File: config.mk
export PLATFORM = sky130hd
export DESIGN_NAME = street_tiles_generator
export DESIGN_NICKNAME = d
export VERILOG_FILES = /design/src/rtl/street_tiles_generator.sv
export SDC_FILE = /design/constraint.sdc
export NUM_CORES = 1
export LEC_CHECK = 0
export ABC_AREA = 1
export CAP_MARGIN = 30
export CORE_ASPECT_RATIO = 0.6
export CORE_UTILIZATION = 32
export DETAILED_ROUTE_END_ITERATION = 16
export HOLD_SLACK_MARGIN = 0.12
export PLACE_DENSITY = 0.56
export SLEW_MARGIN = 20
export SYNTH_ARGS = -nofsm -noshare
export SYNTH_HDL_FRONTEND = slang
export SYNTH_SLANG_ARGS = --single-unit
File: constraint.sdc
create_clock -name clk -period 4.3 [get_ports clk]
set_input_delay 0.86 -clock clk [delete_from_list [all_inputs] [get_ports clk]]
set_output_delay 0.86 -clock clk [all_outputs]
set_load 0.1 [all_outputs]
File: src/rtl/street_tiles_generator.sv
// Scrolling lane-divider tiles for the background mux: a run/pause/idle FSM advances a
// per-frame vertical offset, and a registered per-pixel stage reports which tile covers the pixel.
module street_tiles_generator #(
  parameter int NUM_TILES    = 10,
  parameter int STREET_LEFT  = 280,
  parameter int STREET_WIDTH = 80,
  parameter int TILE_X       = 316,
  parameter int TILE_WIDTH   = 8,
  parameter int TILE_HEIGHT  = 32,
  parameter int TILE_PITCH   = 48,
  parameter int SCREEN_W     = 640,
  parameter int SCREEN_H     = 480,
  parameter logic [7:0] TILE_COLOR = 8'hFF,
  parameter logic [7:0] EDGE_COLOR = 8'hB6
) (
  input  logic                          clk,
  input  logic                          resetN,
  input  logic                          startOfFrame,
  input  logic [10:0]                   pixelX,
  input  logic [10:0]                   pixelY,
  input  logic                          enable,
  input  logic                          pause,
  input  logic [3:0]                    speed,
  output logic                          streetRequest,
  output logic [NUM_TILES-1:0]          streetTilesRequest,
  output logic [NUM_TILES-1:0][7:0]     streetTilesRGB,
  output logic [8:0]                    scrollOffset,
  output logic [1:0]                    fsmState
);

  localparam logic [10:0] SW11    = 11'(SCREEN_W);
  localparam logic [10:0] SH11    = 11'(SCREEN_H);
  localparam logic [9:0]  SH10    = 10'(SCREEN_H);
  localparam logic [10:0] TX_LO   = 11'(TILE_X);
  localparam logic [10:0] TX_HI   = 11'(TILE_X + TILE_WIDTH);
  localparam logic [10:0] SL_LO   = 11'(STREET_LEFT);
  localparam logic [10:0] SL_HI   = 11'(STREET_LEFT + STREET_WIDTH);
  localparam logic [10:0] TH11    = 11'(TILE_HEIGHT);
  localparam logic [10:0] TH_LAST = 11'(TILE_HEIGHT - 1);

  typedef enum logic [1:0] {
    IDLE   = 2'd0,
    RUN    = 2'd1,
    PAUSED = 2'd2
  } state_t;

  state_t     state;
  state_t     state_nxt;
  logic [8:0] offset;
  logic [8:0] offset_nxt;
  logic [9:0] offset_sum;

  // State register
  always_ff @(posedge clk or negedge resetN) begin
    if (!resetN) state <= IDLE;
    else         state <= state_nxt;
  end

  // Next-state logic; losing enable always wins over pause
  always_comb begin
    state_nxt = state;
    case (state)
      IDLE:    if (enable) state_nxt = RUN;
      RUN: begin
        if (!enable)    state_nxt = IDLE;
        else if (pause) state_nxt = PAUSED;
      end
      PAUSED: begin
        if (!enable)     state_nxt = IDLE;
        else if (!pause) state_nxt = RUN;
      end
      default: state_nxt = IDLE;
    endcase
  end

  // Output logic: scroll only on a frame pulse seen while currently running;
  // the sum never exceeds 494, so a single conditional subtract wraps it.
  always_comb begin
    offset_nxt = offset;
    offset_sum = {1'b0, offset} + {6'b0, speed};
    if (state_nxt == IDLE) begin
      offset_nxt = 9'd0;
    end else if (state == RUN && startOfFrame) begin
      if (offset_sum >= SH10) offset_nxt = 9'(offset_sum - SH10);
      else                    offset_nxt = offset_sum[8:0];
    end
  end

  always_ff @(posedge clk or negedge resetN) begin
    if (!resetN) offset <= 9'd0;
    else         offset <= offset_nxt;
  end

  assign scrollOffset = offset;
  assign fsmState     = state;

  logic                      in_screen;
  logic                      in_tile_col;
  logic                      street_nxt;
  logic [NUM_TILES-1:0]      req_nxt;
  logic [NUM_TILES-1:0][7:0] rgb_nxt;
  logic [10:0]               top_a [NUM_TILES];
  logic [10:0]               row_a [NUM_TILES];

  // Tile geometry: row is the pixel's distance below the tile top, taken modulo the
  // screen height without ever going negative, so tiles wrap bottom-to-top seamlessly.
  always_comb begin
    in_screen   = (pixelX < SW11) && (pixelY < SH11);
    in_tile_col = (pixelX >= TX_LO) && (pixelX < TX_HI);
    street_nxt  = in_screen && (pixelX >= SL_LO) && (pixelX < SL_HI);
    req_nxt     = '0;
    rgb_nxt     = '0;
    for (int i = 0; i < NUM_TILES; i++) begin
      top_a[i] = 11'(i * TILE_PITCH) + {2'b00, offset};
      if (top_a[i] >= SH11) top_a[i] = top_a[i] - SH11;
      if (pixelY >= top_a[i]) row_a[i] = pixelY - top_a[i];
      else                    row_a[i] = pixelY + SH11 - top_a[i];
      req_nxt[i] = in_screen && in_tile_col && (row_a[i] < TH11);
      if (req_nxt[i]) begin
        if (row_a[i] == 11'd0 || row_a[i] == TH_LAST) rgb_nxt[i] = EDGE_COLOR;
        else                                          rgb_nxt[i] = TILE_COLOR;
      end
    end
  end

  // One-cycle output register keeps alignment with the other drawing objects
  always_ff @(posedge clk or negedge resetN) begin
    if (!resetN) begin
      streetRequest      <= 1'b0;
      streetTilesRequest <= '0;
      streetTilesRGB     <= '0;
    end else begin
      streetRequest      <= street_nxt;
      streetTilesRequest <= req_nxt;
      streetTilesRGB     <= rgb_nxt;
    end
  end

endmodule

Yosys cells after proc, flatten, opt, wreduce, memory -nomap -nowiden
Index checks and enable logic that the tools add are counted.
{ "totals": {"register_bits": 102, "wordCells": 193} }
{ "op_classes": {"n_addsub": 42, "magnitude_cmp": 37, "n_eq_ne": 12, "muxes": 49, "n_reduce_logical": 39} }
{ "ops": {"columns": ["op", "count"], "rows": [
  ["two-way mux 11 bit", 20],
  ["subtractor 11 bit", 20],
  ["equality test 11 x 5 -> 1 bit, second input constant", 10],
  ["greater-or-equal comparator 11 bit", 10],
  ["logical NOT 11 bit", 10],
  ["< comparator 11 x 6 -> 1 bit, second input constant", 10],
  ["greater-or-equal comparator 10 x 9 -> 1 bit, second input constant", 10],
  ["subtractor 10 x 9 -> 11 bit, second input constant", 9],
  ["two-way mux 8 bit", 10],
  ["two-way mux 7 bit", 10],
  ["adder 9 x 9 -> 10 bit, first input constant", 4],
  ["< comparator 11 x 9 -> 1 bit, second input constant", 3],
  ["adder 8 x 9 -> 10 bit, first input constant", 3],
  ["two-way mux 9 bit", 3],
  ["greater-or-equal comparator 11 x 9 -> 1 bit, second input constant", 2],
  ["logical AND 1 bit", 16],
  ["adder 11 x 9 -> 11 bit, second input constant", 1],
  ["< comparator 11 x 10 -> 1 bit, second input constant", 1],
  ["adder 6 x 9 -> 10 bit, first input constant", 1],
  ["adder 7 x 9 -> 10 bit, first input constant", 1],
  ["adder 9 x 4 -> 10 bit", 1],
  ["logical OR 1 bit", 10],
  ["two-way mux 2 bit", 5],
  ["subtractor 9 x 9 -> 10 bit, second input constant", 1],
  ["other kinds (7)", 8]
]} }

Logic depth before layout (Yosys ltp)
{ "depth": {"depth_word": 9, "mapped_depth": 28, "ltp_nobuf": 26} }

Worst setup path after synthesis
No wires, ideal clock.
{ "synth_timing": {"kind": "register to register", "from": "register offset[5], in the netlist scrollOffset[5]", "to": "register streetTilesRGB[78] in the netlist's numbering", "arrival_ns": 4.078, "required_ns": 4.229, "slack_ns": 0.151, "stages_incl_launch_ff": 25, "path_buffers": 2, "period_less_slack_ns": 4.149, "path_cell_list": "dfrtp_1 > buf_2 > inv_2 > ha_1 > clkinv_1 > buf_2 > ha_1 > nand3_1 > nor2_4 > nor2_8 > nand2_4 > nand2_1 > ha_1 > nand3_1 > nor2_1 > nand3_1 > nand2_1 > inv_2 > nand2_2 > nand2_1 > nand2_1 > nand2_1 > nor2_1 > nand2_1 > nor2_1"} }
{ "synth_between": {"elab_chain_len": 9, "elab_cells_between_ends": 15, "cone_classes": "add/sub (4); order compare (3); eq/ne (1); mux (4); reduce/logical (3)"} }
{ "synth_rtl": {"columns": ["item", "line_no", "rtl"], "rows": [
  ["start: declaration", "49", "logic [8:0] offset;"],
  ["start signal: assignment", "91", "else offset <= offset_nxt;"],
  ["adder 9 x 9 -> 10 bit *", "114", "top_a[i] = 11'(i * TILE_PITCH) + {2'b00, offset};"],
  ["subtractor 10 x 9 -> 11 bit or greater-or-equal comparator 10 x 9 -> 1 bit (tied branches)", "115", "if (top_a[i] >= SH11) top_a[i] = top_a[i] - SH11;"],
  ["two-way mux 11 bit *", "115", null],
  ["subtractor 11 bit, or another cell as far along", "117", "else row_a[i] = pixelY + SH11 - top_a[i];"],
  ["two-way mux 11 bit *", "116", "if (pixelY >= top_a[i]) row_a[i] = pixelY - top_a[i];"],
  ["parallel branches: the longest is 3 deep, another holds < comparator 11 x 6 -> 1 bit", null, null],
  ["two-way mux 8 bit *", "119", "if (req_nxt[i]) begin"],
  ["end signal: assignment", "135", "streetTilesRGB <= rgb_nxt;"],
  ["end: declaration", "26", "output logic [NUM_TILES-1:0][7:0] streetTilesRGB,"]
]} }
Every way passes the cells marked *.
A chain may end at the register's enable or synchronous reset.

Final worst setup path
{ "layout_timing": {"from": "register offset[6], in the netlist scrollOffset[6]", "to": "register streetTilesRGB[38] in the netlist's numbering"} }
{ "layout_between": {"elab_chain_len": 9, "elab_cells_between_ends": 15, "cone_classes": "add/sub (4); order compare (3); eq/ne (1); mux (4); reduce/logical (3)"} }
{ "layout_rtl": {"columns": ["item", "line_no"], "rows": [
  ["adder 8 x 9 -> 10 bit *", "114"],
  ["subtractor 10 x 9 -> 11 bit or greater-or-equal comparator 10 x 9 -> 1 bit (tied branches)", "115"],
  ["two-way mux 11 bit *", "115"],
  ["subtractor 11 bit, or another cell as far along", "117"],
  ["two-way mux 11 bit *", "116"],
  ["parallel branches: the longest is 3 deep, another holds < comparator 11 x 6 -> 1 bit", null],
  ["two-way mux 8 bit *", "119"]
]} }
Marks and branches as above.

==> impl_metrics.py <==
metrics = {
    "run_status": {
        "status": "complete, no violations",
    },
    "cts": {
        "root_buffer": "clkbuf_16",
        "clock-sinks": 32,
        "cts_tree": "yes",
        "htreeDepth": 2,
        "numCtsBuffers": 5,
        "cts.repair.resized": 0,
        "clk_pin_slew_worst_paths_ps": 70,
        "hold_buffers": 0,
        "clk_latency_ps": 320,
        "clockBufferDepth": 2,
        "cts_setup_buffers": 0,
    },
    "timing": {
        "fin_crit_sh_pct": 90.8,
        "worst_pin_slew_ps": 996,
        "timing.fmax_ghz": 0.256,
        "rsz0062_at_grt": "false",
        "slew_headroom_pct": 33.4,
        "slew_violations": 0,
        "setup_viol": 0,
        "fin_skew_ps": 4.81,
        "finalHoldViolCount": 0,
        "tns_ps": 0,
        "min_period_ps": 3900,
    },
    "global_routing": {
        "antenna_found_initial": 0,
        "grt_use_total_pct": 24.3,
        "grt_pass1_wl_um": 66500,
        "grt_pass1_vias": 11385,
        "grt_max_degree": 21,
        "grt_remaining_overflow": 0,
    },
    "min_path": {
        "hold_class": "in2async",
    },
    "drt": {
        "num_vias": 13166,
        "remaining_drc_errors": 0,
        "ant_nets": 0,
        "via_per_inst": 5.21,
        "wl_per_cell_um": 17.4,
        "wl_um": 43900,
        "first_pass_iters": 5,
        "drtIter0Drc": 1537,
    },
    "logic_synthesis": {
        "synth-seq-cells": 32,
        "synthSimpleGateAreaFrac_pct": 50.8,
        "async_reset_ff_share_pct": 100,
        "syn_avg_cell_area_um2": 5.68,
        "synth_edf_count": 0,
        "synth_fa_ha_area_share_pct": 10.4,
        "synthesis.nets": 2071,
        "yosys_warnings": 0,
        "syn_inst": 1949,
        "ys.flop_type": "dfrtp_1",
        "synth-compound-area-share_pct": 10.0,
        "synth_xor_xnor_area_share_pct": 6.59,
        "synthMuxAreaShare_pct": 0.102,
        "syn_area_um2": 11100,
        "synth_top_family_by_area": "simple AND/OR/NAND/NOR gates",
        "synth.distinct_cells": 60,
        "yosysSeqAreaShare_pct": 7.23,
    },
    "critical_path": {
        "crit_required_ps": 4550,
        "path_class": "reg2reg",
        "cp-end-kind": "flip-flop",
        "cp-start-kind": "flip-flop",
        "critPathArrivalTime_ps": 4150,
        "critPathMaxFanout": 14,
    },
    "job": {
        "cap_viol_max_count": 0,
    },
    "floorplanning": {
        "fp.dieH_um": 146,
        "die_w_um": 242,
        "row_count": 52,
        "io_pins": 133,
        "dieArea_um2": 35400,
        "start_util_pct": 32.7,
        "fp.coreArea_um2": 33900,
    },
    "power_and_ir_drop": {
        "p_leak_nw": 6.87,
        "power_mw": 1.86,
        "ir_drop_mv": 0.158,
        "p_per_area_nw_per_um2": 143,
    },
    "finish": {
        "diodes": 0,
        "drive_above_1_share_pct": 10.8,
        "fin_area_um2": 13000,
        "syn2layout_area_growth_pct": 17.1,
        "nets": 2189,
    },
    "placed_design": {
        "dpl_cell_area_um2": 12800,
        "routabilityCongestion": 0.966,
        "hpwl_um": 36400,
        "numPortBuffers": 130,
    },
}
==> synthesized netlist by cell type, drive strengths merged (2+ instances only) <==
library cell / count / area, um2
o211ai: 4 / 30.0
nand3: 272 / 1510
a31o: 3 / 26.3
nand4: 47 / 309
nor3: 19 / 110
ha: 89 / 1110
o22ai: 6 / 37.5
a31oi: 7 / 43.8
inv: 246 / 928
nand2: 670 / 2700
buf: 88 / 671
a21boi: 4 / 30.0
dfrtp: 32 / 801
xnor2: 13 / 133
o21a: 5 / 37.5
nor2: 181 / 805
clkinv: 8 / 31.3
a21o: 3 / 22.5
a211oi: 5 / 37.5
nor4: 5 / 31.3
or2: 8 / 50.1
a21oi: 73 / 384
o21bai: 11 / 82.6
xor2: 66 / 597
o2111ai: 6 / 52.6
o21ai: 49 / 253
clkbuf: 4 / 15.0
o221ai: 5 / 43.8
fa: 2 / 40.0
nand3b: 12 / 90.1
==> cells in the final DEF, fill, tap and decap left out, drive strengths merged, types with 2 or more instances in the layout <==
master	synthesis	final
o211ai	4	4
nand3b	12	12
xor2	66	66
o21ai	49	49
xnor2	13	13
o221ai	5	5
clkbuf	4	8
nor2	181	181
nor4	5	5
fa	2	2
nand2	670	670
nand3	272	272
a21oi	73	73
ha	89	89
clkinv	8	8
a211oi	5	5
o2111ai	6	6
a21o	3	3
inv	246	246
a31oi	7	7
dfrtp	32	32
a21boi	4	4
buf	88	74
nor3	19	19
nand4	47	47
o22ai	6	6
a31o	3	3
or2	8	8
o21bai	11	11
clkdlybuf4s50	0	129
o21a	5	5
==> worst paths after layout <==
kind	from	endpoint	slack, ps	cells after the start
setup / recovery	scrollOffset[6]	streetTilesRGB[38]	400	19
min in group clk	fsmState[1]	fsmState[0]	520	1
max in group asynchronous	resetN	streetTilesRGB[70]	3340	2
hold reg to reg	fsmState[1]	fsmState[0]	520	1
hold / removal	resetN	streetTilesRGB[77]	470	1
setup reg to reg	scrollOffset[6]	streetTilesRGB[38]	400	19
==> routing by layer <==
metal  part of all wire, %  routed length, um  global-route usage (%)  vias up
met5                     0                  0                       0        -
met4                   1.0                446                    3.35        0
met3                    11               4650                    5.15       37
met2                    36              16000                    32.1      576
met1                    52              22800                    39.3     6039
li1                      -                  -                       -     6514
==> logic make-up (layout without fill, tap and decap cells) <==
family / count (synthesis) / count (layout)
mux: 1 / 1
flops: 32 / 32
buf+inv: 346 / 465
compound gates: 184 / 184
xor+xnor: 79 / 79
fa+ha+maj: 91 / 91
simple gates: 1216 / 1216
==> power breakdown <==
group	leakage (nW)	switching [mW]	internal, mW
Sequential	0.444	0.00493	0.305
Combinational	6.35	0.753	0.378
Clock	0.0712	0.187	0.233
Total	6.87	0.944	0.915
==> worst max-delay path, cell delays in order (launching register included) <==
cell and delay (ps):
dfrtp_1 630, inv_4 190, ha_1 310, xnor2_1 170, nand3_1 130, nand2_1 130
o21ai_0 370, ha_1 330, inv_1 130, nor2_1 90, nand2_1 80, o211ai_1 100
nand2_1 80, o2111ai_1 120, a41oi_1 270, a21boi_0 310, nand4_1 140, nand2_1 80
nand2_1 70, nor2_1 110
==> area by class of cell <==
class                      instances  area, um2
inverter                         254        960
multi-input combinational       1571       8620
sequential                        32        801
tap                              459        574
fill                            3735      20900
timing repair buffer             203       1860
clock buffer                       8        146
==> registers in the layout (all words and copies together), names as in the netlist <==
| register | flops |
|---|---|
| fsmState | 2 |
| scrollOffset | 9 |
| streetRequest | 1 |
| streetTilesRGB | 20 |
==> metrics by stage <==
stage | hold WS (ps) | utilization [%] | worst slack [ps] | std cells
4_1_cts | 509 | 38.2 | 490 | 2527
3_3_place_gp | 522 | 37.7 | 352 | 2518
3_5_place_dp | 511 | 37.8 | 304 | 2519
5_1_grt | 524 | 38.2 | 121 | 2527
2_1_floorplan | 564 | - | 151 | 1949
6_report | 474 | 38.2 | 397 | 2527
No activity file was read; power rests on OpenSTA's default activity.
